<file path="config.mk">
export PLATFORM = sky130hd
export DESIGN_NAME = udp_tx_arbiter
export DESIGN_NICKNAME = d
export VERILOG_FILES = /design/src/rtl/udp_tx_arbiter.sv
export SDC_FILE = /design/constraint.sdc
export NUM_CORES = 1
export LEC_CHECK = 0
export ABC_AREA = 1
export BUFFER_PORTS_ARGS = -buffer_cell sky130_fd_sc_hd__buf_2
export CELL_PAD_IN_SITES_DETAIL_PLACEMENT = 0
export CELL_PAD_IN_SITES_GLOBAL_PLACEMENT = 1
export CORE_UTILIZATION = 36
export DETAILED_ROUTE_END_ITERATION = 8
export PLACE_DENSITY = 0.86
export RECOVER_POWER = 100
export REMOVE_ABC_BUFFERS = 1
export SLEW_MARGIN = 20
export SYNTH_ARGS = -nofsm -noshare
export SYNTH_HDL_FRONTEND = slang
export SYNTH_SLANG_ARGS = --single-unit
</file>
<file path="constraint.sdc">
create_clock -name tx_clock -period 2.6 [get_ports tx_clock]
set_input_delay 0.65 -clock tx_clock [delete_from_list [all_inputs] [get_ports tx_clock]]
set_output_delay 0.65 -clock tx_clock [all_outputs]
set_load 0.01 [all_outputs]
</file>
<file path="src/rtl/udp_tx_arbiter.sv">
// udp_tx_arbiter: arbitrates NCH complete-packet sources onto the single UDP
// transmit port, streaming the winner's show-ahead FIFO and counting packets/drops.
module udp_tx_arbiter #(
   parameter int unsigned NCH     = 4,
   parameter int unsigned LW      = 11,
   parameter int unsigned RR_MODE = 1,
   parameter int unsigned TIMEOUT = 1023
) (
   input  logic              tx_clock,
   input  logic              Tx_reset,
   input  logic              run,
   input  logic [NCH-1:0]    ch_req,
   input  logic [NCH*LW-1:0] ch_len,
   input  logic [NCH*8-1:0]  ch_data,
   output logic [NCH-1:0]    ch_rdreq,
   output logic [NCH-1:0]    ch_grant,
   output logic              udp_tx_request,
   output logic [LW-1:0]     udp_tx_length,
   output logic [7:0]        udp_tx_data,
   input  logic              udp_tx_enable,
   input  logic              udp_tx_active,
   output logic              busy,
   output logic [15:0]       pkt_count,
   output logic [7:0]        drop_count
);

   localparam int unsigned IW  = (NCH > 1) ? $clog2(NCH) : 1;
   localparam int unsigned IW1 = IW + 1;
   localparam int unsigned TW  = (TIMEOUT > 0) ? $clog2(TIMEOUT + 1) : 1;

   typedef enum logic [2:0] {
      S_IDLE,
      S_REQ,
      S_WAIT_ACT,
      S_SEND,
      S_DONE
   } state_t;

   state_t          state_q, state_d;
   logic [IW-1:0]   gidx_q, gidx_d;
   logic [NCH-1:0]  grant_q, grant_d;
   logic            req_q, req_d;
   logic [LW-1:0]   len_q, len_d;
   logic [LW-1:0]   rem_q, rem_d;
   logic [TW-1:0]   timer_q, timer_d;
   logic [IW-1:0]   ptr_q, ptr_d;
   logic [15:0]     pkt_q, pkt_d;
   logic [7:0]      drop_q, drop_d;
   logic            busy_q, busy_d;

   logic [NCH-1:0]  elig;
   logic [IW-1:0]   arb_start;
   logic [IW1-1:0]  arb_sum;
   logic            arb_found;
   logic [IW-1:0]   arb_idx;
   logic [IW-1:0]   g_next;
   logic            give_up;
   logic            data_valid;
   logic            xfer;

   // A channel is eligible only with a pending packet of nonzero length
   always_comb begin
      elig = '0;
      for (int i = 0; i < NCH; i++) begin
         elig[i] = ch_req[i] & (ch_len[i*LW +: LW] != '0);
      end
   end

   assign arb_start = (RR_MODE != 0) ? ptr_q : '0;

   // Search upward from the start index with wrap; first eligible channel wins
   always_comb begin
      arb_found = 1'b0;
      arb_idx   = '0;
      arb_sum   = '0;
      for (int k = 0; k < NCH; k++) begin
         arb_sum = {1'b0, arb_start} + IW1'(k);
         if (arb_sum >= IW1'(NCH)) begin
            arb_sum = arb_sum - IW1'(NCH);
         end
         if (!arb_found && elig[arb_sum[IW-1:0]]) begin
            arb_found = 1'b1;
            arb_idx   = arb_sum[IW-1:0];
         end
      end
   end

   assign g_next = (gidx_q == IW'(NCH - 1)) ? '0 : gidx_q + IW'(1);

   // Zero-latency data path: byte and pop are presented in the same cycle
   assign data_valid  = ((state_q == S_WAIT_ACT) || (state_q == S_SEND)) && (rem_q != '0);
   assign xfer        = data_valid && udp_tx_active;
   assign ch_rdreq    = xfer ? grant_q : '0;
   assign udp_tx_data = data_valid ? ch_data[32'(gidx_q)*8 +: 8] : 8'h00;

   // Next-state and registered-output computation
   always_comb begin
      state_d = state_q;
      gidx_d  = gidx_q;
      grant_d = grant_q;
      len_d   = len_q;
      rem_d   = rem_q;
      timer_d = timer_q + TW'(1);
      ptr_d   = ptr_q;
      pkt_d   = pkt_q;
      drop_d  = drop_q;
      give_up = 1'b0;

      unique case (state_q)
         S_IDLE: begin
            timer_d = '0;
            if (run && arb_found) begin
               state_d = S_REQ;
               gidx_d  = arb_idx;
               grant_d = NCH'(1) << arb_idx;
               len_d   = ch_len[32'(arb_idx)*LW +: LW];
               rem_d   = ch_len[32'(arb_idx)*LW +: LW];
            end
         end
         S_REQ: begin
            if (udp_tx_enable) begin
               state_d = S_WAIT_ACT;
               timer_d = '0;
            end else if (timer_q == TW'(TIMEOUT)) begin
               give_up = 1'b1;
            end
         end
         S_WAIT_ACT: begin
            if (udp_tx_active) begin
               timer_d = '0;
               rem_d   = rem_q - LW'(1);
               state_d = (rem_q == LW'(1)) ? S_DONE : S_SEND;
            end else if (timer_q == TW'(TIMEOUT)) begin
               give_up = 1'b1;
            end
         end
         S_SEND: begin
            timer_d = '0;
            if (udp_tx_active) begin
               rem_d = rem_q - LW'(1);
               if (rem_q == LW'(1)) begin
                  state_d = S_DONE;
               end
            end else begin
               give_up = 1'b1;
            end
         end
         S_DONE: begin
            timer_d = '0;
            pkt_d   = pkt_q + 16'd1;
            ptr_d   = g_next;
            state_d = S_IDLE;
         end
         default: begin
            state_d = S_IDLE;
         end
      endcase

      // Timeout or abort: drop the packet and move the pointer past the stuck channel
      if (give_up) begin
         state_d = S_IDLE;
         timer_d = '0;
         ptr_d   = g_next;
         if (drop_q != 8'hFF) begin
            drop_d = drop_q + 8'd1;
         end
      end

      if (state_d == S_IDLE) begin
         grant_d = '0;
      end
      req_d  = (state_d == S_REQ);
      busy_d = (state_d != S_IDLE);
   end

   // State and output registers
   always_ff @(posedge tx_clock or posedge Tx_reset) begin
      if (Tx_reset) begin
         state_q <= S_IDLE;
         gidx_q  <= '0;
         grant_q <= '0;
         req_q   <= 1'b0;
         len_q   <= '0;
         rem_q   <= '0;
         timer_q <= '0;
         ptr_q   <= '0;
         pkt_q   <= '0;
         drop_q  <= '0;
         busy_q  <= 1'b0;
      end else begin
         state_q <= state_d;
         gidx_q  <= gidx_d;
         grant_q <= grant_d;
         req_q   <= req_d;
         len_q   <= len_d;
         rem_q   <= rem_d;
         timer_q <= timer_d;
         ptr_q   <= ptr_d;
         pkt_q   <= pkt_d;
         drop_q  <= drop_d;
         busy_q  <= busy_d;
      end
   end

   assign ch_grant       = grant_q;
   assign udp_tx_request = req_q;
   assign udp_tx_length  = len_q;
   assign busy           = busy_q;
   assign pkt_count      = pkt_q;
   assign drop_count     = drop_q;

endmodule

</file>
======== Word-level counts from Yosys, hierarchy flattened ========
Index checks and enable logic that the tools add are counted.
word-level totals
  output and inout port bits .............. 53
  register bits ........................... 69
  logic and storage cells ................. 126
  bits of input ports ..................... 85
operators by class
  equal/unequal tests ..................... 11
  multiply operators ...................... 1
  shift operators ......................... 3
  magnitude comparators ................... 8
  reductions and logical operators ........ 28
  bitwise operators ....................... 4
  multiplexer cells ....................... 48
  add/sub/neg operators ................... 12
operator list
  operator                                                     number
  nonzero test 11 bit                                          5
  variable part select 44 x 7 -> 11 bit                        1
  variable part select 32 x 6 -> 8 bit                         1
  2-to-1 mux 10 bit                                            3
  case mux 10 bit (3 select lines)                             1
  2-to-1 mux 11 bit                                            2
  2-to-1 mux 2 bit                                             11
  case mux 11 bit (2 select lines)                             1
  2-to-1 mux 3 bit                                             7
  adder 16 x 1 -> 16 bit (second input constant)               1
  2-to-1 mux 4 bit                                             4
  less-than comparator 2 x 3 -> 1 bit (second input constant)  4
  2-to-1 mux 1 bit                                             12
  case mux 3 bit (4 select lines)                              1
  == test 11 x 1 -> 1 bit (second input constant)              1
  subtractor 11 x 1 -> 11 bit (second input constant)          1
  adder 10 x 1 -> 10 bit (second input constant)               1
  == test 10 bit (second input constant)                       1
  greater-or-equal comparator 3 bit (second input constant)    3
  adder 8 x 1 -> 8 bit (second input constant)                 1
  binary-select mux 1 bit (select 2 bit)                       4
  2-to-1 mux 8 bit                                             1
  inequality test 8 bit (second input constant)                1
  nonzero test 2 bit                                           4
  other kinds (24)                                             43

======== Longest topological paths before layout ========
Gate-level depths: netlist of the first run.
  depth in word-level cells ............... 21
  depth in mapped cells ................... 19
  depth with buffers taken out ............ 18

======== Worst setup path after synthesis of the first run ========
OpenSTA, ideal clock, no wires.
  kind .................................... input to register
  start ................................... input port ch_len[11]
  end ..................................... register rem_q[7]
  required time ........................... 2.484 ns
  path slack .............................. 0.371 ns
  arrival ................................. 2.112 ns
  cell stages on the path ................. 16
  cells stage by stage .................... or2_1 > nor2_1 > nand2_1 > nand3_2 > nand3_1 > nand2_1 > inv_1 > nand3_1 > nand3_1 > a21oi_4 > inv_2 > buf_2 > nand2_1 > nand3_1 > nand2_1 > nand2_1
on the way
  cells in the longest elaborated chain, start to end .. 18
RTL lines
  what                                    RTL line  text
  start: declaration                      13        input logic [NCH*LW-1:0] ch_len,
  nonzero test 11 bit                     65        elig[i] = ch_req[i] & (ch_len[i*LW +: LW] != '0);
  bitwise AND 1 bit                       65
  binary-select mux 1 bit (select 2 bit)  81        if (!arb_found && elig[arb_sum[IW-1:0]]) begin
  2-to-1 mux 1 bit (implied by the code)  81
  2-to-1 mux 1 bit                        81
  logical NOT 1 bit                       81
  logical AND 1 bit                       81
  2-to-1 mux 1 bit                        81
  [2 not listed]                          n/a
  2-to-1 mux 1 bit                        81
  logical NOT 1 bit                       81
  logical AND 1 bit                       81
  2-to-1 mux 2 bit                        81
  multiplier 2 x 4 -> 6 bit               117       rem_d = ch_len[32'(arb_idx)*LW +: LW];
  variable part select 44 x 7 -> 11 bit   117
  2-to-1 mux 11 bit                       112       if (run && arb_found) begin
  case mux 11 bit (2 select lines)        109       unique case (state_q)
  end signal: assignment                  196       rem_q <= rem_d;
  end: declaration                        44        logic [LW-1:0] rem_q, rem_d;
Parallel ways exist; a longest one is shown, timed or not. The select of a mux whose other input is x is not followed.
A chain may end at the register's enable or synchronous reset.

======== Worst setup path after layout of the first run ========
  start ................................... register rem_q[6]
  end ..................................... output port ch_rdreq[0]
on the way
  cells in the longest elaborated chain, start to end .. 4
RTL lines
  what                 RTL line  text
  nonzero test 11 bit  91        assign data_valid = ((state_q == S_WAIT_ACT) || (state_q == S_SEND)) && (rem_q != '0);
  logical AND 1 bit    91
  logical AND 1 bit    92        assign xfer = data_valid && udp_tx_active;
  2-to-1 mux 4 bit     93        assign ch_rdreq = xfer ? grant_q : '0;
  end: declaration     15        output logic [NCH-1:0] ch_rdreq,
Every way passes these cells.

==> results of run 1 <==
==> layer usage <==
layer  vias to the layer above  routed length [um]  track usage, %
li1                       2336                   -               -
met1                      2101                5320            24.2
met2                       118                5880            34.7
met3                        16                 619            2.95
met4                         0                 206            6.23
met5                         -                   0               0
==> logic make-up after synthesis <==
logic type               share of synthesized area (%)
AO/OA/AOI/OAI                                     8.52
XOR/XNOR                                          5.50
adder cells (fa/ha/maj)                           1.69
buffers and inverters                             7.17
flip-flops                                        38.9
multiplexers                                     0.254
AND/OR/NAND/NOR                                   37.9
==> state kept, by name, summed over array words and instances, names as in the netlist <==
name	flops
timer_q	10
busy	1
rem_q	11
arb_start	2
gidx_q	2
udp_tx_length	11
drop_count	8
pkt_count	16
udp_tx_request	1
ch_grant	4
state_q	3
==> cell usage after synthesis (all sizes together) (3+ instances only) <==
master,number
a21oi,28
buf,10
clkbuf,8
dfrtp,69
ha,6
inv,58
nand2,215
nand3,42
nand4,6
nor2,111
nor3,8
nor3b,4
nor4,3
o21ai,38
or2,3
xnor2,10
xor2,17
==> power by group <==
group	total [mW]	switching [mW]	internal (mW)
Clock	1.20	0.435	0.761
Sequential	1.67	0.296	1.37
Combinational	3.69	2.35	1.34
==> critical path, stage by stage (launching register included) <==
cell and delay [ps]:
dfrtp_1 410, or4_4 550, nor2_4 150, a21oi_4 100, nand2_2 140, nor2_1 50
buf_2 130
==> through the flow <==
step                power, mW  utilization [%]
floorplan                4.05                -
global placement         5.32             44.7
detailed placement       5.38             44.7
CTS                      6.68             47.5
global route             7.18             46.9
finish                   6.55             46.9
==> final timing paths <==
check,cells after the start,to,from
worst max-delay path,6,ch_rdreq[0],rem_q[6]
worst min-delay path,1,pkt_count[15],pkt_count[15]
worst max register to register,11,pkt_count[14],state_q[1]
worst min register to register,1,pkt_count[15],pkt_count[15]
max in group asynchronous,3,udp_tx_length[3],Tx_reset
min in group asynchronous,2,pkt_count[8],Tx_reset
==> final cells by class <==
cell class / count / share of cell area, %
Clock buffer: 11 / 4.31
Clock inverter: 5 / 0.888
Inverter: 59 / 4.02
Multi-Input combinational cell: 499 / 42.8
Sequential cell: 69 / 30.7
Tap cell: 147 / 3.27
Timing Repair Buffer: 155 / 14.0
Timing Repair inverter: 1 / 0.111
==> timing repair <==
action,in CTS,in global routing
gates resized for setup,8,8
cloned,1,0
pin swaps,2,5
setup buffers,3,1
endpoints found under the setup margin,12,12
==> flow_summary.yaml, run 1 <==
power:
  vdd_ir_drop_max_mv: 0.518
  power_density_nw_per_um2: 1160
  p_leak_nw: 2.97
layout:
  multi_input_comb_area_um2: 2410
  fin_cells: 946
  register_area_um2: 1730
  final_cell_mix: "nand2_1 (209), nor2_1 (105), buf_2 (87)"
  final_area_um2: 5630
  drive_gt1_share_pct: 20.0
  fill_cells: 1277
  area_growth_pct: 27.0
  layout_commonest_cell: "nand2_1"
  diodes: 0
  nNetsFinal: 885
timing:
  fin_crit_sh_pct: 96.7
  maxSlewHeadroom_pct: 27.6
  fin_setup_tns_ps: 0
  fin_skew_ps: 6.01
  min_period_ps: 2510
  fmax_ghz: 0.398
  whs_ps: 474
  layout_setup_ws_ps: 86.6
  tightest_slew_ps: 1090
  maxSlewViolCount: 0
  rsz0062_at_grt: "no"
  setup_viol: 0
  finalHoldViolCount: 0
synthesis:
  synth_cells: 645
  ys_ff_latch: 69
  synth_top_area_share_pct: 38.9
  syn_area_um2: 4440
  synthArstFlopShare_pct: 100
  syn_area_per_cell_um2: 6.88
  synth_cell_types: 46
  synthFlopType: "dfrtp_1"
  synth_edf_count: 0
  synth_warnings: 0
  seq_area_frac_synth_pct: 38.9
  netlist_top_cells_area: "dfrtp_1 (39%), nand2_1 (18%), nor2_1 (8.9%), nand3_1 (4.4%), inv_1 (4.4%)"
  synth_top_cell_by_area: "dfrtp_1"
grt:
  antenna_found_initial: 0
  overflow: 0
  grt_pass1_vias: 4464
  grt_max_degree: 43
  track_usage_pct: 19.5
  grt_pass1_wl_um: 20100
placed_design:
  pre_cts_ws_ps: -25.3
  place_area_um2: 5370
  place_hpwl_um: 9340
  port-buffer-count: 137
  place_inst: 925
  place.gp.congestion: 0.822
floorplan:
  io_pins: 138
  rows: 40
  core-area_um2: 12000
  initial_core_util_pct: 36.9
  floorplan.die.height_um: 113
  die-area_um2: 12800
  die_w_um: 113
cts:
  cts_buffer_depth: 2
  cts_num_sinks: 69
  cts_htree_levels: 3
  path_clk_slew_ps: 50
  insertion_delay_ps: 330
  cts_tree: "built"
  cts_hold_buf: 0
  root_buffer: "clkbuf_16"
  cts_inserted_buffers: 9
drt:
  drt-total-wl_um: 12000
  drtPass1Iterations: 5
  ant_nets: 0
  drc: 0
  vias: 4571
  wl_per_cell_um: 12.7
  via_per_inst: 4.83
  initialDrtViolationCount: 209
hold_path:
  hold_path.class: "flop to flop"
critical_path:
  crit_path_start_kind: "flop"
  arrival_ps: 1860
  worstPathRequired_ps: 1950
  endpoint_kind: "output port"
  critPathKind: "flop to output port"
  crit_path_max_fanout: 5
  reg2reg_slack_ps: 250
job:
  cap_violations: 0
status:
  outcome: "complete, no violations"
No activity file was read; power rests on OpenSTA's default activity.
==> run 2, diff against run 1 <==
--- a/config.mk
+++ b/config.mk
@@ -9,11 +9,11 @@
 export BUFFER_PORTS_ARGS = -buffer_cell sky130_fd_sc_hd__buf_2
 export CELL_PAD_IN_SITES_DETAIL_PLACEMENT = 0
 export CELL_PAD_IN_SITES_GLOBAL_PLACEMENT = 1
-export CORE_UTILIZATION = 36
+export CORE_UTILIZATION = 39
 export DETAILED_ROUTE_END_ITERATION = 8
-export PLACE_DENSITY = 0.86
-export RECOVER_POWER = 100
+export PLACE_DENSITY = 0.92
 export REMOVE_ABC_BUFFERS = 1
+export SKIP_CTS_REPAIR_TIMING = 1
 export SLEW_MARGIN = 20
 export SYNTH_ARGS = -nofsm -noshare
 export SYNTH_HDL_FRONTEND = slang
==> constraint.sdc (replaced) <==
create_clock -name tx_clock -period 3.1 [get_ports tx_clock]
set_input_delay 0.775 -clock tx_clock [delete_from_list [all_inputs] [get_ports tx_clock]]
set_output_delay 0.775 -clock tx_clock [all_outputs]
set_load 0.01 [all_outputs]
==> run 2 against run 1 <==
Final area fell by 1.3%. Core utilization rose by 3.7 points. Combinational power fell by 21%. Routed wire length fell by 5.9%. Critical path type unchanged. Largest power group unchanged. Highest routed layer unchanged.
==> flow_summary.yaml, run 2 (synthesis gave the netlist of run 1 again) <==
cts:
  root_buffer: "clkbuf_16"
  cts_htree_levels: 3
  insertion_delay_ps: 330
  cts_buffer_depth: 2
  path_clk_slew_ps: 60
  cts_num_sinks: 69
  cts_inserted_buffers: 9
  cts_tree: "built"
timing:
  fmax_ghz: 0.347
  fin_setup_tns_ps: 0
  setup_viol: 0
  rsz0062_at_grt: "no"
  min_period_ps: 2890
  maxSlewViolCount: 0
  fin_skew_ps: 5.85
  tightest_slew_ps: 618
  fin_crit_sh_pct: 93.1
  maxSlewHeadroom_pct: 58.4
  finalHoldViolCount: 0
floorplan:
  die-area_um2: 11800
  initial_core_util_pct: 40.4
  rows: 38
  floorplan.die.height_um: 109
  core-area_um2: 11000
  die_w_um: 109
  io_pins: 138
hold_path:
  hold_path.class: "flop to flop"
  hold_depth: 1
layout:
  fill_cells: 1117
  multi_input_comb_area_um2: 2390
  area_growth_pct: 25.3
  layout_commonest_cell: "nand2_1"
  final_area_um2: 5560
  diodes: 0
  drive_gt1_share_pct: 24.8
  largest_reg_flops: 16
  fin_cells: 929
  register_area_um2: 1730
  final_cell_mix: "nand2_1 (209), buf_2 (137), nor2_1 (105)"
  nNetsFinal: 875
grt:
  grt_pass1_vias: 4290
  grt_pass1_wl_um: 18700
  track_usage_pct: 20.1
  overflow: 0
  antenna_found_initial: 0
  grt_max_degree: 70
critical_path:
  crit_slowest_cell: "or4_1"
  worstPathCellList: "or4_1 -> nor2_1 -> a21oi_1 -> inv_2 -> a21oi_1 -> buf_2"
  rr_worst_depth: 13
  endpoint_kind: "output port"
  crit_top_cell: "a21oi_1"
  worst-path-stages: 6
  worstPathRequired_ps: 2320
  crit_family: "simple AND/OR/NAND/NOR gates"
  critPathMaxStageDelay_ps: 550
  critPathKind: "flop to output port"
  arrival_ps: 2110
  crit_path_start_kind: "flop"
  path_buf_inv: 2
  crit_path_max_fanout: 9
placed_design:
  place_area_um2: 5280
  port-buffer-count: 137
  place_inst: 913
  place.gp.congestion: 0.884
  place_hpwl_um: 8840
drt:
  via_per_inst: 4.83
  initialDrtViolationCount: 256
  drtPass1Iterations: 5
  drc: 0
  wl_per_cell_um: 12.2
  vias: 4485
  ant_nets: 0
  drt-total-wl_um: 11300
power:
  power_density_nw_per_um2: 946
  p_leak_nw: 3.07
  vdd_ir_drop_max_mv: 0.382
job:
  cap_violations: 0
status:
  outcome: "complete, no violations"
-- run 2: worst register-to-register path, delay by kind of cell, from the launching register on --
family                 cells  cell delay (ps)
AO/OA/AOI/OAI              2              450
XOR/XNOR                   1              190
buffers and inverters      4              460
flip-flops                 1              450
AND/OR/NAND/NOR            6              740
-- run 2: worst paths after layout --
check                              start             end  slack [ps]
max                             rem_q[6]  udp_tx_data[0]         210
min                        pkt_count[15]   pkt_count[15]         460
max reg2reg                   state_q[2]   drop_count[7]         730
min reg2reg                pkt_count[15]   pkt_count[15]         460
max in group asynchronous       Tx_reset       gidx_q[0]        2280
min in group asynchronous       Tx_reset   pkt_count[10]         510
-- run 2: cell type report --
type / instances / share of cell area, %
repair buffers: 146 / 13.8
clock inverters: 7 / 0.900
flip-flops and latches: 69 / 31.1
inverters: 59 / 4.03
multi-input cells: 499 / 43.0
clock buffers: 9 / 4.05
well taps: 140 / 3.15
-- run 2: per-layer routing --
metal  up-vias  wire (um)  track usage, %
met5         -          0               0
met4         0        220            5.89
met3        17        678            4.06
met2       132       5430            35.7
met1      2022       4990            24.5
li1       2314          -               -
-- run 2: power by group --
| part | leakage, nW | internal [mW] | switching (mW) | total [mW] |
|---|---|---|---|---|
| Combinational | 2.05 | 1.03 | 1.87 | 2.90 |
| Clock | 0.128 | 0.543 | 0.399 | 0.942 |
| Sequential | 0.891 | 1.15 | 0.262 | 1.41 |
| Total | 3.07 | 2.73 | 2.53 | 5.26 |
-- run 2: per-stage QoR --
| stage | hold WS [ps] | utilization, % | setup slack, ps | total power [mW] |
|---|---|---|---|---|
| floorplan | 456 | - | 121 | 3.40 |
| finish | 461 | 50.6 | 214 | 5.26 |
| CTS | 466 | 50.6 | 120 | 5.31 |
| global placement | 451 | 48.1 | 258 | 4.29 |
| global route | 484 | 50.6 | 58.6 | 5.80 |
| detailed placement | 458 | 48.1 | 181 | 4.34 |
==> run 3, diff against run 2 <==
--- a/config.mk
+++ b/config.mk
@@ -12,7 +12,6 @@
 export CORE_UTILIZATION = 39
 export DETAILED_ROUTE_END_ITERATION = 8
 export PLACE_DENSITY = 0.92
-export REMOVE_ABC_BUFFERS = 1
 export SKIP_CTS_REPAIR_TIMING = 1
 export SLEW_MARGIN = 20
 export SYNTH_ARGS = -nofsm -noshare
==> run 3 against run 2 <==
Sequential cell count unchanged. Worst hold slack improved by 8.0 ps. Cell count unchanged. Final area increased by 1.2%. Non-clock buffer count unchanged. Combinational power increased by 2%. Clock-buffer cell count increased by 3. Sequential share of layout area decreased by 0.38 points. Clock power increased by 23%. Via count increased by 0.98%. Clock skew about the same. Largest cell class unchanged. Largest power group unchanged.
==> flow_summary.yaml, run 3 (synthesis gave the netlist of run 1 again) <==
layout:
  multi_input_comb_area_um2: 2390
  register_area_um2: 1730
  final_cell_mix: "nand2_1 (209), buf_2 (137), nor2_1 (105)"
  fill_cells: 1097
  diodes: 0
  drive_gt1_share_pct: 24.8
  largest_reg_flops: 16
  layout_commonest_cell: "nand2_1"
  area_growth_pct: 26.9
  nNetsFinal: 875
cts:
  cts_inserted_buffers: 9
  root_buffer: "clkbuf_16"
  path_clk_slew_ps: 60
  cts_htree_levels: 3
  insertion_delay_ps: 330
  cts_num_sinks: 69
  cts_buffer_depth: 2
  cts_tree: "built"
timing:
  tightest_slew_ps: 866
  fmax_ghz: 0.354
  fin_crit_sh_pct: 91.1
  fin_setup_tns_ps: 0
  min_period_ps: 2820
  layout_setup_ws_ps: 277
  rsz0062_at_grt: "no"
  setup_viol: 0
  finalHoldViolCount: 0
  maxSlewHeadroom_pct: 42.3
  maxSlewViolCount: 0
  fin_skew_ps: 6.19
placed_design:
  place.gp.congestion: 0.865
  port-buffer-count: 137
  place_hpwl_um: 8950
  pre_cts_ws_ps: 273
critical_path:
  crit_path_start_kind: "flop"
  endpoint_kind: "output port"
  crit_slowest_cell: "or4_1"
  worstPathRequired_ps: 2320
  crit_top_cell: "nor2_1"
  worstPathCellList: "or4_1 -> nor2_1 -> a21oi_1 -> nand2_1 -> nor2_1 -> buf_2"
  arrival_ps: 2050
  crit_path_max_fanout: 5
  critPathKind: "flop to output port"
  critPathMaxStageDelay_ps: 530
drt:
  drtPass1Iterations: 4
  wl_per_cell_um: 12.5
  drt-total-wl_um: 11700
  ant_nets: 0
  initialDrtViolationCount: 209
  drc: 0
  via_per_inst: 4.88
  vias: 4529
grt:
  grt_pass1_vias: 4310
  overflow: 0
  track_usage_pct: 20.8
  antenna_found_initial: 0
  grt_max_degree: 70
  grt_pass1_wl_um: 19400
power:
  seqPwrFrac_pct: 25.6
  sw_frac_of_total_pct: 46.5
  vdd_ir_drop_max_mv: 0.469
  power_frac_comb_pct: 53.5
  power.switching_mw: 2.58
  internal_power_mw: 2.96
  power_density_nw_per_um2: 984
  p_leak_nw: 3.11
  power_frac_clock_pct: 21.0
floorplan:
  rows: 38
  io_pins: 138
  die_w_um: 109
  floorplan.die.height_um: 109
  initial_core_util_pct: 40.4
  core-area_um2: 11000
  die-area_um2: 11800
job:
  cap_violations: 0
status:
  outcome: "complete, no violations"
synthesis:
  syn_nets: 736
hold_path:
  hold_path.class: "flop to flop"
-- run 3: layout make-up --
type / count / area share, %
Multi-Input combinational cell: 499 / 42.5
Clock inverter: 4 / 1.38
Clock buffer: 12 / 4.74
Inverter: 59 / 3.98
Sequential cell: 69 / 30.7
Tap cell: 140 / 3.11
Timing Repair Buffer: 146 / 13.6
-- run 3: path summary, 6_finish.rpt --
path                                from               end  slack [ps]  cells after the start
max                             rem_q[6]       ch_rdreq[3]         280                      6
min                        pkt_count[15]     pkt_count[15]         470                      1
max reg2reg                   state_q[2]     drop_count[7]         750                     13
min reg2reg                pkt_count[15]     pkt_count[15]         470                      1
max in group asynchronous       Tx_reset  udp_tx_length[8]        1820                      3
min in group asynchronous       Tx_reset     pkt_count[10]         690                      3
-- run 3: worst max-delay path: cells and delay by family (launching register included) --
kind	cells	cell delay [ps]
buf+inv	1	150
flops	1	410
simple gates	4	1020
compound gates	1	140
-- run 3: power by group through the flow --
| stage | Clock, mW | Sequential [mW] | Combinational [mW] |
|---|---|---|---|
| floorplan | 0 | 1.38 | 2.18 |
| global placement | 0 | 1.41 | 2.92 |
| detailed placement | 0 | 1.42 | 2.96 |
| CTS | 1.19 | 1.41 | 2.97 |
| global route | 1.22 | 1.45 | 3.39 |
| finish | 1.16 | 1.41 | 2.96 |
-- run 3: through the flow --
stage	power [mW]	util, %	instances	hold slack, ps	cell area (um2)
after CTS	5.57	51.2	929	469	5630
after global placement	4.33	48.1	913	455	5280
final	5.53	51.2	929	469	5630
after floorplan	3.56	-	645	456	4440
after global routing	6.07	51.2	929	502	5630
after detailed placement	4.38	48.1	913	457	5280
-- run 3: metal layers --
| metal | vias to the layer above | global-route usage (%) | routed length [um] |
|---|---|---|---|
| met4 | 0 | 6.76 | 212 |
| met5 | - | 0 | 0 |
| met2 | 117 | 36.2 | 5580 |
| li1 | 2317 | - | - |
| met1 | 2080 | 26.3 | 5330 |
| met3 | 15 | 3.29 | 532 |
